`src/rtl/ins_ram_mp.sv`:
```
// ins_ram_mp -- shared instruction memory for the multicore processor.
//
// One memory array serves NUM_PORTS core fetch ports plus a single loader
// write port. Core reads are arbitrated round-robin and each granted read
// returns its word one cycle later. The loader write always wins: a cycle
// with wr_en=1 grants no read and leaves the round-robin pointer alone.
// The array itself is read asynchronously at a registered address.
//
// Optional feature macro: INS_RAM_PARITY_EN
//   defined   : each word carries a parity bit (array is WIDTH+1 wide),
//               wr_perr_inject flips the stored bit, rd_perr reports a
//               mismatch while rd_valid is set.
//   undefined : array is WIDTH wide, rd_perr = 0, wr_perr_inject ignored.
//
// Ports:
//   clk            clock, all logic on the rising edge
//   rstN           synchronous active-low reset
//   wr_en          loader write strobe
//   wr_addr        loader write address (dropped when >= DEPTH)
//   wr_data        loader write data
//   wr_perr_inject invert stored parity for this write (parity build only)
//   rd_req         per-port read request, held until granted
//   rd_addr        per-port read address, port i at [i*ADDR_WIDTH +: ADDR_WIDTH]
//   rd_gnt         one-hot combinational grant
//   rd_valid       one-hot, high the cycle after the grant
//   rd_data        shared read data bus
//   rd_perr        parity error, qualified by rd_valid

package details;
  typedef enum logic {no, yes} mem_init_t;
endpackage

module ins_ram_mp #(
  parameter details::mem_init_t mem_init = details::no,
  parameter string MEM_FILE   = "ins_mem.txt",
  parameter int    WIDTH      = 8,
  parameter int    DEPTH      = 256,
  parameter int    NUM_PORTS  = 2,
  parameter int    ADDR_WIDTH = $clog2(DEPTH)
) (
  input  logic                            clk,
  input  logic                            rstN,
  input  logic                            wr_en,
  input  logic [ADDR_WIDTH-1:0]           wr_addr,
  input  logic [WIDTH-1:0]                wr_data,
  input  logic                            wr_perr_inject,
  input  logic [NUM_PORTS-1:0]            rd_req,
  input  logic [NUM_PORTS*ADDR_WIDTH-1:0] rd_addr,
  output logic [NUM_PORTS-1:0]            rd_gnt,
  output logic [NUM_PORTS-1:0]            rd_valid,
  output logic [WIDTH-1:0]                rd_data,
  output logic                            rd_perr
);

  localparam int PTR_W = (NUM_PORTS > 1) ? $clog2(NUM_PORTS) : 1;
`ifdef INS_RAM_PARITY_EN
  localparam int MEM_W = WIDTH + 1;
`else
  localparam int MEM_W = WIDTH;
`endif
  // One extra bit so the range check also works when DEPTH is a power of two.
  localparam logic [ADDR_WIDTH:0] DEPTH_L = (ADDR_WIDTH + 1)'(DEPTH);

  logic [MEM_W-1:0]      mem_q [DEPTH];
  logic [PTR_W-1:0]      rr_ptr_q, rr_ptr_d;
  logic [ADDR_WIDTH-1:0] addr_q, addr_d;
  logic [NUM_PORTS-1:0]  valid_q, valid_d;
  logic [NUM_PORTS-1:0]  gnt;
  logic [ADDR_WIDTH-1:0] port_addr [NUM_PORTS];
  logic [PTR_W-1:0]      scan_idx;
  logic                  found;
  logic [MEM_W-1:0]      wr_word;
  logic [MEM_W-1:0]      rd_word;
  logic                  wr_in_range;
  logic                  rd_in_range;

  // Unpack the flat address bus into one address per port.
  generate
    for (genvar gi = 0; gi < NUM_PORTS; gi++) begin : g_port_addr
      assign port_addr[gi] = rd_addr[gi*ADDR_WIDTH +: ADDR_WIDTH];
    end
  endgenerate

  assign wr_in_range = {1'b0, wr_addr} < DEPTH_L;
  assign rd_in_range = {1'b0, addr_q} < DEPTH_L;

`ifdef INS_RAM_PARITY_EN
  assign wr_word = {(^wr_data) ^ wr_perr_inject, wr_data};
`else
  logic unused_perr_inject;
  assign wr_word            = wr_data;
  assign unused_perr_inject = wr_perr_inject;
`endif

  // Memory write: no reset, contents survive rstN.
  always_ff @(posedge clk) begin
    if (wr_en && wr_in_range) begin
      mem_q[wr_addr] <= wr_word;
    end
  end

  // Round-robin arbiter: scan from rr_ptr, first requester wins.
  always_comb begin
    gnt      = '0;
    found    = 1'b0;
    scan_idx = '0;
    rr_ptr_d = rr_ptr_q;
    addr_d   = addr_q;
    if (rstN && !wr_en) begin
      for (int i = 0; i < NUM_PORTS; i++) begin
        scan_idx = PTR_W'((int'(rr_ptr_q) + i) % NUM_PORTS);
        if (!found && rd_req[scan_idx]) begin
          found         = 1'b1;
          gnt[scan_idx] = 1'b1;
          addr_d        = port_addr[scan_idx];
          rr_ptr_d      = (scan_idx == PTR_W'(NUM_PORTS - 1)) ? '0 : scan_idx + 1'b1;
        end
      end
    end
    valid_d = gnt;
  end

  always_ff @(posedge clk) begin
    if (!rstN) begin
      rr_ptr_q <= '0;
      addr_q   <= '0;
      valid_q  <= '0;
    end else begin
      rr_ptr_q <= rr_ptr_d;
      addr_q   <= addr_d;
      valid_q  <= valid_d;
    end
  end

  // Asynchronous array read at the registered address; out-of-range reads
  // return an all-zero word, which also has clean parity.
  assign rd_word  = rd_in_range ? mem_q[addr_q] : '0;
  assign rd_data  = rd_word[WIDTH-1:0];
  assign rd_gnt   = gnt;
  assign rd_valid = valid_q;

`ifdef INS_RAM_PARITY_EN
  // XOR over data plus stored bit is 1 exactly when they disagree.
  assign rd_perr = (|valid_q) & (^rd_word);
`else
  assign rd_perr = 1'b0;
`endif

endmodule

```
`config.mk`:
```
export PLATFORM = sky130hd
export DESIGN_NAME = ins_ram_mp
export DESIGN_NICKNAME = d
export VERILOG_FILES = /design/src/rtl/ins_ram_mp.sv
export SDC_FILE = /design/constraint.sdc
export NUM_CORES = 2
export LEC_CHECK = 0
export CORE_MARGIN = 5
export CORE_UTILIZATION = 30
export CTS_CLUSTER_SIZE = 25
export DETAILED_ROUTE_END_ITERATION = 16
export DONT_BUFFER_PORTS = 1
export GPL_TIMING_DRIVEN = 0
export PLACE_DENSITY = 0.46
export SYNTH_ARGS = -nofsm -noshare
export SYNTH_HDL_FRONTEND = slang
export SYNTH_SLANG_ARGS = --single-unit
```
`constraint.sdc`:
```
create_clock -name clk -period 7.1 [get_ports clk]
set_clock_uncertainty 0.1 [all_clocks]
set_input_delay 1.42 -clock clk [delete_from_list [all_inputs] [get_ports clk]]
set_output_delay 1.42 -clock clk [all_outputs]
set_load 0.02 [all_outputs]
```
Yosys cells after proc, flatten, opt, wreduce, memory -nomap -nowiden
Memory sizes are Yosys's and may differ from the RTL's. A register that Yosys moved wholly into a read port is not among the register bits.
Cells that the tools add are included.
- bits in registers: 11
- bits in writable memories: 2048
- input bits: 38
- output and inout bits: 13
- logic and storage cells: 54
- memories: 1
- add/sub/neg operators: 3
- $lt $le $gt $ge: 6
- muxes and demuxes: 30
- bitwise gates (word level): 3
- reductions and logical operators: 8
- memory list (memory ; words ; bits a word ; rd ports ; clocked after memory_dff ; wr ports ; RTL line ; RTL):
    mem_q ; 256 ; 8 ; 1 ; 1 ; 1 ; 64 ; logic [MEM_W-1:0] mem_q [DEPTH];
- operators by type and width (operator ; number):
    $mux 8 ; 10
    $mux 1 ; 14
    $mux 2 ; 4
    $ge 2x2->1 const B ; 2
    $logic_and 1x1->1 ; 4
    $lt 1x2->1 const B ; 2
    $not 1->2 ; 2
    $add 1x1->1 const B ; 3
    $demux 1 s1 ; 2
    $ge 1x1->1 const B ; 2
    $logic_not 1->1 ; 2
    $or 2x2->2 ; 1
    $reduce_and 2->1 ; 1
    $reduce_bool 2->1 ; 1

Depth between registers and ports, before layout
- word-level depth: 10
- mapped depth: 12
- gate-level depth less buffers: 6

Worst setup path before layout
OpenSTA, ideal clock, no wires.
- path type: flip-flop to output port
- start point: register (tool-made name)
- end point: output port rd_data[6]
- arrival time: 2.456 ns
- data required time: 5.580 ns
- slack: 3.124 ns
- cell stages (with the launch flop): 13
- buffers on the path: 6
- path through: dfxtp_1 -> buf_6 -> buf_12 -> buf_8 -> buf_8 -> buf_8 -> buf_8 -> nand3b_1 -> o21ai_0 -> a221oi_1 -> o311ai_0 -> nand3_1 -> nor4_1
- RTL lines (what ; RTL line ; RTL):
    end: declaration ; 51 ; output logic [WIDTH-1:0] rd_data,

==> reports/summary.txt <==
IO Pins = 51
r2r endpoint = addr_q[7]
Worst EP required = 5.58 ns
Setup-failing EPs final = 3
Arr. time, crit path = 5.67 ns
most area-consuming cells after synthesis = edfxtp_1, mux4_2, mux2i_1
CTS sink count = 2067
Syn Nets = 3911
CTS tree = built
synthesis-stage register bit count = 2067
final worst path period share = 101.2%
post-synth cell types = 68
first-pass GRT wire length = 412.2 mm
Finished Core Util = 34.45%
Slew headroom = -19.00%
Int Power = 20.14 mW
Avg WL per Cell = 40.41 um
remaining antenna violation count after routing = 0
critical path peak fanout = 10
Worst Setup End Kind = primary output
area delta synth->final = 14.57%
Final GP Congestion = 0.9125
Skew-Pair Late Insertion Delay = 0.88 ns
EDFF count, synth = 2048
DRT iter0 DRCs = 6277
CTS Root Cell = clkbuf_16
PortBufs = 0
layout cells sized above 1 = 21.81%
# DRC = 0
Leak Pwr = 27.41 nW
Initial Utilization = 30.07%
Die Span Y = 527.8 um
via count = 43798
largest area contributor in the netlist = edfxtp_1
synthesized instance count = 3873
element type at the critical path start = flip-flop
switch share = 23.70%
max-cap check violation count = 4
Die X = 527.8 um
actual slew at the worst max-slew pin = 1.785 ns
Die ar. = 278500 sq um
post-synthesis cell area = 80420 sq um
CP endpoint = rd_data[4]
crit path time final = 7.188 ns
DR pass1 iterations = 5
Post-Route WL = 316.8 mm
Reg2Reg Depth = 5
Slew Limit Fails = 118
Reg clk slew, reported paths = 0.06 ns
grt ovf = 0
gr usage total = 22.23%
Hold WC Path Type = reg -> reg
CTS Buf Count = 220
FMAX = 139.1 MHz
Core ar. = 267400 sq um
internal reg-to-reg setup slack = 5.32 ns
Fin. Hold Viols = 0
FP Rows = 190
violated checks = capacitance limit, slew limit, setup timing
Max VDD drop = 230.6 uV
dpl hpwl = 203.9 mm
top_reg_cell synth = edfxtp_1
status = finished, violations left
cell with the most instances after synthesis = edfxtp_1
Yosys top cell area share = 76.47%
ys async rst share = 0%
Flop pwr share = 51.0%
Via density = 5.586
initial antenna violation count = 24
Setup Buffers After CTS = 0
RSZ-0062 raised after global routing = false
Clock Power Share = 42.0%
largest net degree at the start of global routing = 257
Post-Syn Area per Cell = 20.76 sq um
synth warn = 0
Design Power = 26.40 mW
reg2reg start = rr_ptr_q
vias in the first global route = 42145
nets@finish = 4142
setup ws final = -0.08760 ns
list of most frequent post-synthesis cells = edfxtp_1, mux4_2, nor2_1
critical path class = reg -> out
Pwr Density = 286.5 nW/um^2
sequential fraction of the synthesis area = 76.94%
H-tree levels = 4
Clock Path Buffers = 3
P_sw = 6.258 mW
combinational share of power = 7.0%
Layout fillers = 25042
-- power groups by stage --
stage	clock network, mW	logic, mW	registers [mW]
after global placement	0	1.80	13.7
final	11.1	1.85	13.5
after floorplan	0	0.844	13.7
after detailed placement	0	1.81	13.7
after CTS	11.2	1.83	13.5
after global routing	11.7	1.84	13.5
-- repair_timing --
action / in CTS / in global routing
hold buffers: 0 / 0
endpoints found under the setup margin: 8 / 0
resized for setup: 61 / 0
-- routing by layer --
| layer | GRT usage, % | vias to the layer above | part of all wire (%) | routed length [um] |
|---|---|---|---|---|
| met5 | 0 | - | 0 | 0 |
| met4 | 10.01 | 0 | 5.2 | 16630 |
| li1 | - | 16664 | - | - |
| met1 | 29.75 | 24047 | 40 | 127000 |
| met2 | 34.95 | 2544 | 46 | 145900 |
| met3 | 4.693 | 543 | 8.6 | 27230 |
-- layout make-up --
| type | count | area, sq um | share of cell area, % |
|---|---|---|---|
| inverter | 8 | 30.03 | 0.03259 |
| sequential | 2067 | 61880 | 67.16 |
| buffer | 247 | 1644 | 1.784 |
| clock inverter | 124 | 1036 | 1.124 |
| antenna | 7 | 17.52 | 0.01901 |
| tap | 3552 | 4444 | 4.824 |
| timing repair buffer | 10 | 185.2 | 0.2010 |
| multi-input combinational | 1550 | 17160 | 18.63 |
| clock buffer | 276 | 5737 | 6.226 |
-- how the worst min path moves through the flow --
| stage | to | depth (start not counted) | from |
|---|---|---|---|
| 2_1_floorplan | flip-flop | 1 | addr_q[0] |
| 3_3_place_gp | addr_q[2] | 1 | addr_q[2] |
| 3_5_place_dp | addr_q[3] | 1 | addr_q[3] |
| 4_1_cts | addr_q[0] | 1 | addr_q[0] |
| 5_1_grt | addr_q[0] | 1 | addr_q[0] |
| 6_report | addr_q[0] | 1 | addr_q[0] |
-- flip-flops by register name, indices dropped and copies added (netlist names), named ones only --
| register | cells |
|---|---|
| rr_ptr_q | 1 |
| rd_valid | 2 |
| addr_q | 8 |
| mem_q | 2048 |
-- critical path, cell delays in order, from the launching register on --
cell	delay, ns
dfxtp_1	1.05
clkbuf_2	0.63
buf_2	0.56
buf_2	0.65
nand2_1	0.43
o221ai_1	0.39
a211oi_1	0.21
nor4_4	0.81
-- stage by stage --
stage	std cells	setup TNS, ns	worst slack, ns	cell area (sq um)	hold WS (ns)
floorplan	3873	0	3.124	80420	0.3656
global placement	7425	-7.647	-1.575	84870	0.3810
detailed placement	7432	-0.4840	-0.2164	85100	0.3840
CTS	7831	-0.0005667	-0.0005667	92090	0.3979
global route	7836	0	0.008389	92120	0.4105
finish	7841	-0.1675	-0.08760	92140	0.3908
-- layout by cell type (no fill, tap or decap), drive strengths merged, types with 14 or more instances in the layout --
| cell | Yosys | routed |
|---|---|---|
| o221ai | 41 | 41 |
| mux2 | 14 | 14 |
| clkbuf | 110 | 385 |
| edfxtp | 2048 | 2048 |
| a221oi | 21 | 21 |
| mux4 | 435 | 435 |
| nand3 | 29 | 29 |
| o22ai | 44 | 44 |
| clkinv | 1 | 102 |
| mux2i | 178 | 178 |
| dfxtp | 19 | 19 |
| buf | 138 | 148 |
| nor2 | 287 | 287 |
| nand2 | 66 | 66 |
| o21ai | 26 | 26 |
| a211oi | 14 | 14 |
| a22oi | 104 | 104 |
| a21oi | 87 | 87 |
| nor2b | 23 | 23 |
| nor3 | 25 | 25 |
| nor4 | 14 | 14 |
-- kinds of logic (layout without fill, tap and decap cells) --
logic type               after synthesis  in the layout  synth area share [%]
AO/OA/AOI/OAI                        419            419                 3.687
buffers and inverters                256            665                 1.943
adder cells (fa/ha/maj)                1              1               0.01245
AND/OR/NAND/NOR                      502            502                 2.772
flip-flops                          2067           2067                 76.94
multiplexers                         627            627                 14.64
other                                  1              8              0.004663
(Power assumes the default switching activity.)
